## src/rtl/alu_pkg.sv

```systemverilog
// Shared types for the two-port ALU arbiter: op codes, one-hot ALU select, FSM states.
package alu_pkg;

  typedef enum logic [3:0] {
    OpAdd = 4'd0,
    OpSub = 4'd1,
    OpAnd = 4'd2,
    OpOr  = 4'd3,
    OpXor = 4'd4,
    OpSll = 4'd5,
    OpSra = 4'd6,
    OpSrl = 4'd7
  } alu_op_t;

  typedef struct packed {
    logic op_add;
    logic op_sub;
    logic op_and;
    logic op_or;
    logic op_xor;
    logic op_sll;
    logic op_sra;
    logic op_srl;
  } alu_onehot_t;

  typedef struct packed {
    alu_onehot_t sel;
    logic        is_shift;
    logic        illegal;
  } alu_decode_t;

  typedef enum logic [0:0] {
    StIdle,
    StHold
  } arb_state_t;

  // Codes 8..15 decode to an all-zero select so the ALU returns 0.
  function automatic alu_decode_t decode_op(alu_op_t op);
    alu_decode_t d;
    d = '0;
    case (op)
      OpAdd:   d.sel.op_add = 1'b1;
      OpSub:   d.sel.op_sub = 1'b1;
      OpAnd:   d.sel.op_and = 1'b1;
      OpOr:    d.sel.op_or  = 1'b1;
      OpXor:   d.sel.op_xor = 1'b1;
      OpSll:   begin d.sel.op_sll = 1'b1; d.is_shift = 1'b1; end
      OpSra:   begin d.sel.op_sra = 1'b1; d.is_shift = 1'b1; end
      OpSrl:   begin d.sel.op_srl = 1'b1; d.is_shift = 1'b1; end
      default: d.illegal = 1'b1;
    endcase
    return d;
  endfunction

endpackage

```

## src/rtl/rr_arbiter2.sv

```systemverilog
// Two-way round-robin arbiter: on contention the port that did not win last time is granted.
module rr_arbiter2 (
  input  logic [1:0] valid,
  input  logic       enable,
  input  logic       last_grant,
  output logic [1:0] grant
);

  always_comb begin
    grant = 2'b00;
    if (enable) begin
      unique case (valid)
        2'b01:   grant = 2'b01;
        2'b10:   grant = 2'b10;
        2'b11:   grant = last_grant ? 2'b01 : 2'b10;
        default: grant = 2'b00;
      endcase
    end
  end

endmodule

```

## src/rtl/alu_arbiter.sv

```systemverilog
// Shares one combinational ALU between two valid/ready requesters with a registered,
// per-port result held until the owner consumes it.
module alu_arbiter
  import alu_pkg::*;
#(
  parameter int unsigned X_LENGTH    = 32,
  parameter int unsigned OP_WIDTH    = 4,
  parameter int unsigned SHAMT_WIDTH = 5
) (
  input  logic                clk,
  input  logic                rst,

  input  logic                req0_valid,
  output logic                req0_ready,
  input  logic [OP_WIDTH-1:0] req0_op,
  input  logic [X_LENGTH-1:0] req0_operand_1,
  input  logic [X_LENGTH-1:0] req0_operand_2,
  output logic                resp0_valid,
  input  logic                resp0_ready,
  output logic [X_LENGTH-1:0] resp0_result,
  output logic                resp0_error,

  input  logic                req1_valid,
  output logic                req1_ready,
  input  logic [OP_WIDTH-1:0] req1_op,
  input  logic [X_LENGTH-1:0] req1_operand_1,
  input  logic [X_LENGTH-1:0] req1_operand_2,
  output logic                resp1_valid,
  input  logic                resp1_ready,
  output logic [X_LENGTH-1:0] resp1_result,
  output logic                resp1_error,

  output logic                alu_operation_add,
  output logic                alu_operation_subtract,
  output logic                alu_operation_and,
  output logic                alu_operation_or,
  output logic                alu_operation_xor,
  output logic                alu_operation_shift_left_logical,
  output logic                alu_operation_shift_right_arithmetic,
  output logic                alu_operation_shift_right_logical,
  output logic [X_LENGTH-1:0] alu_operand_1,
  output logic [X_LENGTH-1:0] alu_operand_2,
  input  logic [X_LENGTH-1:0] alu_result
);

  arb_state_t          state_q, state_d;
  logic                owner_q, owner_d;
  logic                last_grant_q, last_grant_d;
  logic [1:0]          resp_valid_q, resp_valid_d;
  logic [X_LENGTH-1:0] result_q [2];
  logic [X_LENGTH-1:0] result_d [2];
  logic [1:0]          error_q, error_d;

  logic [1:0]          req_valid;
  logic [1:0]          resp_ready;
  logic [1:0]          grant;
  logic                handshake;
  logic                can_accept;
  logic                accept;
  logic                grant_idx;
  logic [OP_WIDTH-1:0] sel_op;
  logic [X_LENGTH-1:0] sel_a;
  logic [X_LENGTH-1:0] sel_b;
  alu_decode_t         dec;
  alu_onehot_t         alu_sel;

  assign req_valid  = {req1_valid, req0_valid};
  assign resp_ready = {resp1_ready, resp0_ready};

  assign handshake  = (state_q == StHold) & resp_valid_q[owner_q] & resp_ready[owner_q];
  assign can_accept = (state_q == StIdle) | handshake;

  rr_arbiter2 u_rr_arbiter2 (
    .valid      (req_valid),
    .enable     (can_accept & ~rst),
    .last_grant (last_grant_q),
    .grant      (grant)
  );

  // grant is already qualified by valid, so any grant bit is an accept.
  assign accept    = |grant;
  assign grant_idx = grant[1];

  assign sel_op = grant_idx ? req1_op        : req0_op;
  assign sel_a  = grant_idx ? req1_operand_1 : req0_operand_1;
  assign sel_b  = grant_idx ? req1_operand_2 : req0_operand_2;
  assign dec    = decode_op(alu_op_t'(sel_op));

  always_ff @(posedge clk) begin
    if (rst) begin
      state_q      <= StIdle;
      owner_q      <= 1'b0;
      last_grant_q <= 1'b1;
      resp_valid_q <= 2'b00;
      result_q[0]  <= '0;
      result_q[1]  <= '0;
      error_q      <= 2'b00;
    end else begin
      state_q      <= state_d;
      owner_q      <= owner_d;
      last_grant_q <= last_grant_d;
      resp_valid_q <= resp_valid_d;
      result_q[0]  <= result_d[0];
      result_q[1]  <= result_d[1];
      error_q      <= error_d;
    end
  end

  always_comb begin
    state_d      = state_q;
    owner_d      = owner_q;
    last_grant_d = last_grant_q;
    resp_valid_d = resp_valid_q;
    result_d[0]  = result_q[0];
    result_d[1]  = result_q[1];
    error_d      = error_q;
    if (handshake) begin
      resp_valid_d[owner_q] = 1'b0;
    end
    if (accept) begin
      resp_valid_d[grant_idx] = 1'b1;
      result_d[grant_idx]     = dec.illegal ? '0 : alu_result;
      error_d[grant_idx]      = dec.illegal;
      owner_d                 = grant_idx;
      last_grant_d            = grant_idx;
      state_d                 = StHold;
    end else if (handshake) begin
      state_d = StIdle;
    end
  end

  always_comb begin
    alu_sel       = '0;
    alu_operand_1 = '0;
    alu_operand_2 = '0;
    if (accept) begin
      alu_sel       = dec.sel;
      alu_operand_1 = sel_a;
      alu_operand_2 = dec.is_shift ? {{(X_LENGTH-SHAMT_WIDTH){1'b0}}, sel_b[SHAMT_WIDTH-1:0]}
                                   : sel_b;
    end
  end

  assign alu_operation_add                    = alu_sel.op_add;
  assign alu_operation_subtract               = alu_sel.op_sub;
  assign alu_operation_and                    = alu_sel.op_and;
  assign alu_operation_or                     = alu_sel.op_or;
  assign alu_operation_xor                    = alu_sel.op_xor;
  assign alu_operation_shift_left_logical     = alu_sel.op_sll;
  assign alu_operation_shift_right_arithmetic = alu_sel.op_sra;
  assign alu_operation_shift_right_logical    = alu_sel.op_srl;

  assign req0_ready   = grant[0];
  assign req1_ready   = grant[1];
  assign resp0_valid  = resp_valid_q[0];
  assign resp1_valid  = resp_valid_q[1];
  assign resp0_result = result_q[0];
  assign resp1_result = result_q[1];
  assign resp0_error  = error_q[0];
  assign resp1_error  = error_q[1];

endmodule

```

## config.mk

```make
export PLATFORM = sky130hd
export DESIGN_NAME = alu_arbiter
export DESIGN_NICKNAME = d
export VERILOG_FILES = /design/src/rtl/alu_pkg.sv /design/src/rtl/rr_arbiter2.sv /design/src/rtl/alu_arbiter.sv
export SDC_FILE = /design/constraint.sdc
export NUM_CORES = 1
export LEC_CHECK = 0
export BUFFER_PORTS_ARGS = -buffer_cell sky130_fd_sc_hd__buf_2
export CORE_AREA = 2 2 121 123
export DETAILED_ROUTE_END_ITERATION = 10
export DIE_AREA = 0 0 123 125
export SYNTH_ARGS = -nofsm -noshare
export SYNTH_HDL_FRONTEND = slang
export SYNTH_SLANG_ARGS = --single-unit
```

## constraint.sdc

```tcl
create_clock -name clk -period 2.1 [get_ports clk]
set_input_delay 0.42 -clock clk [delete_from_list [all_inputs] [get_ports clk]]
set_output_delay 0.42 -clock clk [all_outputs]
set_load 0.005 [all_outputs]
```

==> summary.md, run 1 <==
| Metric | Value |
|---|---|
| IO buf count | `315` |
| Hold Slack | `0.313 ns` |
| Reg2reg start | `owner_q` |
| GRT Total Usage | `0.188` |
| Area grow syn2layout | `74.8%` |
| Final setup TNS | `-7.77 ns` |
| Root Driver | `clkbuf_16` |
| I/O pin count | `316` |
| Run status | `complete, but fails checks` |
| Vias in the first global route | `4,017` |
| Synth Area in Adders | `0` |
| Largest family of logic cells by synthesized area | `compound AO/OA/AOI/OAI gates` |
| Setup crit start | `owner_q` |
| Detailed-router iteration count before antenna repair | `5` |
| Static leakage | `3.07 nW` |
| HPWL after DPL | `11,500 µm` |
| Post-synthesis sequential area ratio | `0.410` |
| Max frequency | `445 MHz` |
| # setup viols final | `74` |
| Compound-Gate Fraction of Synth Area | `0.301` |
| Routed length per instance | `17.0 µm` |
| 1st-iter DRT viols | `280` |
| Instance count on the critical path | `6` |
| Global-route wire length before repair | `22,200 µm` |
| EDFF count, synth | `0` |
| Largest net degree at the start of global routing | `70` |
| PD cells | `664 nW/µm²` |
| Fin. max-slew vios | `0` |
| Worst reg-to-reg path cell count | `7` |
| Commonest non-fill, non-tap cell in the layout | `buf_2` |
| Crit share post-route | `1.07` |
| GPL Wtd Cong | `0.824` |
| Warnings, synthesis | `0` |
| RSZ-0062 raised after global routing | `true` |
| Die area | `15,400 µm²` |
| Seq cells post-synth | `71` |
| Final WL | `15,900 µm` |
| Least-Margin Pin Slew | `0.985 ns` |
| Crit path capture | `alu_operation_shift_right_logical` |
| CP startpoint kind | `flip-flop` |
| Setup ws final | `-0.146 ns` |
| Via count | `4,468` |
| Reg2Reg Setup Slack | `0.23 ns` |
| Multiplexer area fraction after synthesis | `0.0148` |
| Clk slew on worst S/H paths | `0.06 ns` |
| Hold Fails Final Rpt | `0` |
| Cell with the largest stage delay on the worst path | `dfxtp_2` |
| Ys async rst share | `0` |
| Worst-Skew Late Latency | `0.33 ns` |
| Clock Skew | `0.00599 ns` |
| CTS tree | `built` |
| Final min period | `2.25 ns` |
| CP Data Required Time | `1.68 ns` |
| Slew margin rel. | `0.342` |
| Syn_nets | `589` |
| Antenna violations before repair | `4` |
| CP Cell Sequence | `nand3b_4 -> a311oi_4 -> buf_6 -> mux2_4 -> nor2_1 -> buf_2` |
| CP Capture Type | `primary output` |
| Bufs on Longest Clock Path | `2` |
| Die W | `123 µm` |
| CP max stage delay | `0.34 ns` |
| Clk sink count | `71` |
| Rows | `44` |
| HP Class | `input port to flip-flop` |
| Yosys cell types | `35` |
| Synthesized-area fraction occupied by xor and xnor cells | `0` |
| H-tree Lvls | `3` |
| Place WS | `-0.127 ns` |
| Post-Synth Simple-Gate Area | `0.207` |
| CTS buffer count | `9` |
| Top delay family on crit path | `flip-flops` |
| Failing checks | `setup timing` |
| Total grt overflow | `0` |
| Die Ht | `125 µm` |
| Cells after synthesis | `415` |
| Vias per cell | `4.78` |
| Initial core utilization | `0.244` |
| Crit Reg-Reg Endpoint | `result_q[0][39]` |
| MaxCap Viol Count | `0` |
| Syn_area_per_cell | `8.36 µm²` |
| Main synth FF type | `dfxtp_1` |
| Critical setup path kind | `flip-flop to primary output` |
| Worst path arrival time | `1.83 ns` |
| # hold bufs at CTS | `0` |
| Most frequent cells in the layout | `buf_2, a22o_1, dfxtp_1, nand2_1, nand3_1` |
| Fraction of layout cells with a size suffix above 1 | `0.563` |
| Final ANT Viol Nets | `0` |
| Core Box Area | `14,200 µm²` |
| VDD IR max | `410 µV` |
| DRC violations left | `0` |
| Final #Nets | `915` |
| CP max FO | `5` |
| Worst Path Buf+Inv | `2` |
| Syn Std Cell Area | `3470 µm²` |
==> worst register-to-register path, cell delays in order, from the launching register on <==
cell	delay, ns
dfxtp_2	0.34
nand3b_4	0.19
a311oi_4	0.27
buf_6	0.16
buf_4	0.10
buf_4	0.09
buf_6	0.35
o21ai_0	0.23
==> worst min path at each step <==
stage                                from               to  depth (start not counted)
after floorplan                error_q[0]       error_q[0]                          2
after global placement    result_q[0][45]  result_q[0][45]                          2
after detailed placement  result_q[0][60]  result_q[0][60]                          2
after CTS                   alu_result[9]   result_q[0][9]                          2
after global routing       alu_result[23]  result_q[0][23]                          2
final                       alu_result[9]   result_q[0][9]                          2
==> sequential cells by signal (all words and copies together), names as in the netlist <==
signal	flops
error_q	2
state_q	1
last_grant_q	1
result_q	64
owner_q	1
resp_valid_q	2
==> synth_stat cells, types with 2 or more instances <==
cell / instances / area, µm²
a31o_2: 2 / 17.5
o2111ai_1: 2 / 17.5
o21ai_0: 35 / 175
nand3_1: 62 / 310
dfxtp_1: 71 / 1420
a22o_1: 69 / 604
nand2_1: 64 / 240
buf_2: 18 / 90.1
mux2i_1: 4 / 40.0
nand3_2: 2 / 20.0
a21oi_1: 27 / 135
nor2b_1: 5 / 31.3
inv_1: 3 / 11.3
clkbuf_1: 13 / 48.8
nor2_1: 12 / 45.0
buf_6: 6 / 67.6
nand3b_1: 2 / 15.0
==> layout make-up <==
cell class | count | area (µm²)
Fill cell | 1471 | 8140
Timing Repair Buffer | 354 | 2060
Multi-Input combinational cell | 300 | 1970
Sequential cell | 71 | 1430
Clock buffer | 11 | 253
Tap cell | 184 | 230
Clock inverter | 5 | 104
Inverter | 5 | 18.8
Antenna cell | 4 | 10.0
==> metal layers <==
metal,vias to the layer above,track usage,share of wire
li1,2172,-,-
met4,0,0.0715,0.027
met5,-,0,0
met3,23,0.0484,0.081
met2,198,0.333,0.50
met1,2075,0.213,0.39
==> metrics by stage <==
stage	power, mW	cell area (µm²)	utilization	std cells
global route	4.22	6070	0.427	934
CTS	4.00	5780	0.407	921
floorplan	1.76	3470	-	415
finish	4.03	6070	0.427	934
detailed placement	2.16	5320	0.374	900
global placement	2.16	5320	0.374	900
==> report_power, final <==
| group | internal [mW] | switching (mW) | total [mW] | leakage [nW] |
|---|---|---|---|---|
| Clock | 1.22 | 0.565 | 1.79 | 0.176 |
| Combinational | 0.407 | 0.394 | 0.801 | 2.32 |
| Sequential | 1.40 | 0.0339 | 1.44 | 0.578 |
==> cell families (layout without fill, tap and decap cells) <==
kind of cell / after synthesis / after routing
and+or+nand+nor: 151 / 151
AOI/OAI and AO/OA: 144 / 144
DFF: 71 / 71
buffers and inverters: 44 / 375
muxes: 5 / 5
other: 0 / 4
==> what timing repair did <==
action | 4_1_cts | 5_1_grt
buffers inserted | 3 | 4
resized for setup | 19 | 34
gates cloned | 2 | 5
endpoints found under the setup margin | 74 | 81
pin swaps | 2 | 3
No activity file was read; power rests on OpenSTA's default activity.
==> run 2, diff against run 1 <==
--- a/config.mk
+++ b/config.mk
@@ -6,9 +6,10 @@
 export NUM_CORES = 1
 export LEC_CHECK = 0
 export BUFFER_PORTS_ARGS = -buffer_cell sky130_fd_sc_hd__buf_2
-export CORE_AREA = 2 2 121 123
+export CORE_AREA = 2 2 123 125
 export DETAILED_ROUTE_END_ITERATION = 10
-export DIE_AREA = 0 0 123 125
+export DIE_AREA = 0 0 125 127
 export SYNTH_ARGS = -nofsm -noshare
 export SYNTH_HDL_FRONTEND = slang
+export SYNTH_HIERARCHICAL = 1
 export SYNTH_SLANG_ARGS = --single-unit
==> run 2 against run 1 <==
Compared with the run above: the run still ends with setup timing left; cell area up 14%; sequential power is essentially flat; sequential share of layout area down 3.0 points; die area is 3.3% higher; largest cell class unchanged.
==> summary.md, run 2 <==
| Metric | Value |
|---|---|
| Multiplexer area fraction after synthesis | `0.00281` |
| CP Capture Type | `primary output` |
| CTS tree | `built` |
| 1st-iter DRT viols | `270` |
| Post-synthesis sequential area ratio | `0.399` |
| Worst path arrival time | `2.55 ns` |
| Run status | `complete, but fails checks` |
| Die W | `125 µm` |
| Seq cells post-synth | `71` |
| Dominant cell type by area after synthesis | `dfxtp_1` |
| Most frequent CP cell | `buf_6` |
| GR Util met3 | `0.0570` |
| Critical setup path kind | `flip-flop to primary output` |
| CP Data Required Time | `1.68 ns` |
| Max frequency | `337 MHz` |
| Global-route wire length before repair | `25,700 µm` |
| Sw frac | `0.273` |
| Via count | `4,913` |
| Vias per cell | `4.88` |
| Largest registers | `result_q: 64 flops, error_q: 2 flops, resp_valid_q: 2 flops` |
| CTS buffer count | `9` |
| Cells after synthesis | `454` |
| Syn Std Cell Area | `3560 µm²` |
| I/O pin count | `316` |
| Fin. max-slew vios | `0` |
| HP Class | `input port to flip-flop` |
| Root Driver | `clkbuf_16` |
| Final min period | `2.97 ns` |
| Least-Margin Pin Slew | `0.694 ns` |
| Failing checks | `setup timing` |
| Synthesized-area fraction occupied by xor and xnor cells | `0` |
| Instance count on the critical path | `14` |
| Worst-Skew Late Latency | `0.33 ns` |
| Final ANT Viol Nets | `0` |
| Power Total | `3.97 mW` |
| Die area | `15,900 µm²` |
| Ys async rst share | `0` |
| Hold Fails Final Rpt | `0` |
| Final #Nets | `989` |
| Bufs on Longest Clock Path | `2` |
| Global Route met2 Usage | `0.350` |
| Slew margin rel. | `0.538` |
| CP max stage delay | `0.37 ns` |
| DRC violations left | `0` |
| IO buf count | `315` |
| VDD IR max | `457 µV` |
| Clk sink count | `71` |
| Post-route cell area | `6930 µm²` |
| GPL Wtd Cong | `0.880` |
| Die Ht | `127 µm` |
| Reg2reg start | `resp_valid_q[0]` |
| Initial core utilization | `0.247` |
| EDFF count, synth | `0` |
| Area grow syn2layout | `94.7%` |
| Yosys cell types | `27` |
| Crit path capture | `alu_operand_2[12]` |
| H-tree Lvls | `3` |
| Routed length per instance | `19.0 µm` |
| Crit Reg-Reg Endpoint | `result_q[0][55]` |
| Fraction of layout cells with a size suffix above 1 | `0.595` |
| Synth Area in Adders | `0` |
| RSZ-0062 raised after global routing | `true` |
| Setup ws final | `-0.871 ns` |
| Compound-Gate Fraction of Synth Area | `0.271` |
| Final WL | `19,100 µm` |
| MaxCap Viol Count | `0` |
| Detailed-router iteration count before antenna repair | `4` |
| # hold bufs at CTS | `0` |
| Internal | `2.88 mW` |
| Setup crit start | `owner_q` |
| Core Box Area | `14,400 µm²` |
| Top delay family on crit path | `buffers and inverters` |
| Clock Power Share | `0.369` |
| Comb pwr share | `0.274` |
| Largest Register | `result_q` |
| Static leakage | `3.43 nW` |
| Most frequent cells in the layout | `buf_2, dfxtp_1, nor2_1, a21oi_2, a22o_1` |
| Placement Cell Area | `5490 µm²` |
| Warnings, synthesis | `6` |
| Top cells by area, synth | `dfxtp_1, a21oi_1, a22o_1` |
| Reg2Reg Setup Slack | `-0.44 ns` |
| CP startpoint kind | `flip-flop` |
| Clk slew on worst S/H paths | `0.06 ns` |
| Psw | `1.09 mW` |
| Syn_nets | `628` |
| Max reg flops | `64` |
| Syn_area_per_cell | `7.84 µm²` |
| Total grt overflow | `0` |
| Antenna violations before repair | `4` |
| Commonest non-fill, non-tap cell in the layout | `buf_2` |
| HPWL after DPL | `12,200 µm` |
| # setup viols final | `142` |
| GRT Total Usage | `0.206` |
| PD cells | `573 nW/µm²` |
| Worst reg-to-reg path cell count | `16` |
| Clock Skew | `0.00412 ns` |
| Sequential power share | `0.356` |
| Cell with the largest stage delay on the worst path | `or3b_4` |
| Rows | `44` |
| Vias in the first global route | `4,636` |
| Worst Path Buf+Inv | `6` |
| Hold Slack | `0.334 ns` |
| Post-Synth Simple-Gate Area | `0.267` |
| Synth top cells by count | `a21oi_1, dfxtp_1, nor2_1` |
| Largest net degree at the start of global routing | `60` |
| GR peak layer | `met2` |
| Final setup TNS | `-71.09 ns` |
| Place WS | `-0.744 ns` |
| Largest family of logic cells by synthesized area | `compound AO/OA/AOI/OAI gates` |
| Crit share post-route | `1.41` |
| CP Cell Sequence | `nand3_2 -> o211ai_1 -> nor2b_2 -> buf_4 -> nand2_4 -> a21oi_4 -> buf_6 -> or3b_4 -> a211oi_4 -> buf_6 -> buf_12 -> buf_16 -> nor2_1 -> buf_2` |
| Main synth FF type | `dfxtp_1` |
| CP max FO | `6` |
| Top cell type's share of synthesized area | `0.399` |
| Routing usage on met1 | `0.251` |
[run 2: cell count changes in the layout (fill, tap and decap cells not counted), moves of 12 or more]
cell	delta
a22oi_1	+26
a22o_1	-32
nand2_1	-31
nor2_2	+13
a21oi_1	+27
nand3b_1	+31
nand3_1	-61
a21oi_2	+16
buf_12	+12
buf_6	+14
nor2_1	+48
nor2b_1	+28
o21ai_0	-34
[run 2: cell type report]
class	instances	area, µm²
antenna	3	7.51
clock buffer	11	233
clock inverter	4	47.5
fill	1452	7490
inverter	5	18.8
multi-input combinational	335	2260
sequential	71	1430
tap	184	230
timing repair buffer	393	2710
[run 2: worst reg2reg max path: stages (launching register included)]
cell       delay [ns]
dfxtp_2          0.35
nand2_4          0.04
o211ai_1         0.19
nor2b_2          0.19
buf_4            0.12
nand2_4          0.04
a21oi_4          0.22
buf_6            0.16
buf_6            0.09
buf_6            0.09
buf_6            0.09
buf_12           0.10
buf_12           0.10
nor2b_4          0.29
clkbuf_16        0.24
a21oi_2          0.06
nor2_1           0.08
[run 2: cell families after synthesis]
group,count (synthesis)
AOI/OAI and AO/OA,144
buffers and inverters,49
DFF,71
muxes,1
and+or+nand+nor,189
[run 2: repair_timing]
item                                    in CTS  in global routing
endpoints found under the setup margin     142                143
cloned                                       5                 14
pin swaps                                   20                 29
buffers inserted                            15                 16
resized for setup                           36                 98
[run 2: worst min path at each step]
stage	start	endpoint	depth (start not counted)
floorplan	result_q[0][23]	result_q[0][23]	2
global placement	result_q[0][7]	result_q[0][7]	2
detailed placement	result_q[0][19]	result_q[0][19]	2
CTS	alu_result[9]	result_q[0][41]	3
global route	alu_result[9]	result_q[0][41]	3
finish	alu_result[8]	result_q[0][40]	3
[run 2: stage by stage]
stage	instances	utilization
final	1006	0.481
after global routing	1005	0.480
after CTS	973	0.425
after detailed placement	939	0.381
after global placement	939	0.381
after floorplan	454	-
[run 2: power by group through the flow]
stage          clock network (mW)  logic, mW  registers, mW
4_1_cts                      1.49      0.881           1.41
2_1_floorplan                   0      0.346           1.44
6_report                     1.47       1.09           1.41
5_1_grt                      1.55       1.17           1.42
3_5_place_dp                    0      0.770           1.44
3_3_place_gp                    0      0.774           1.44
[run 2: routing by layer]
layer,vias up,share of wire
li1,2319,-
met1,2326,0.41
met2,233,0.49
met3,33,0.076
met4,2,0.022
met5,-,0.00068
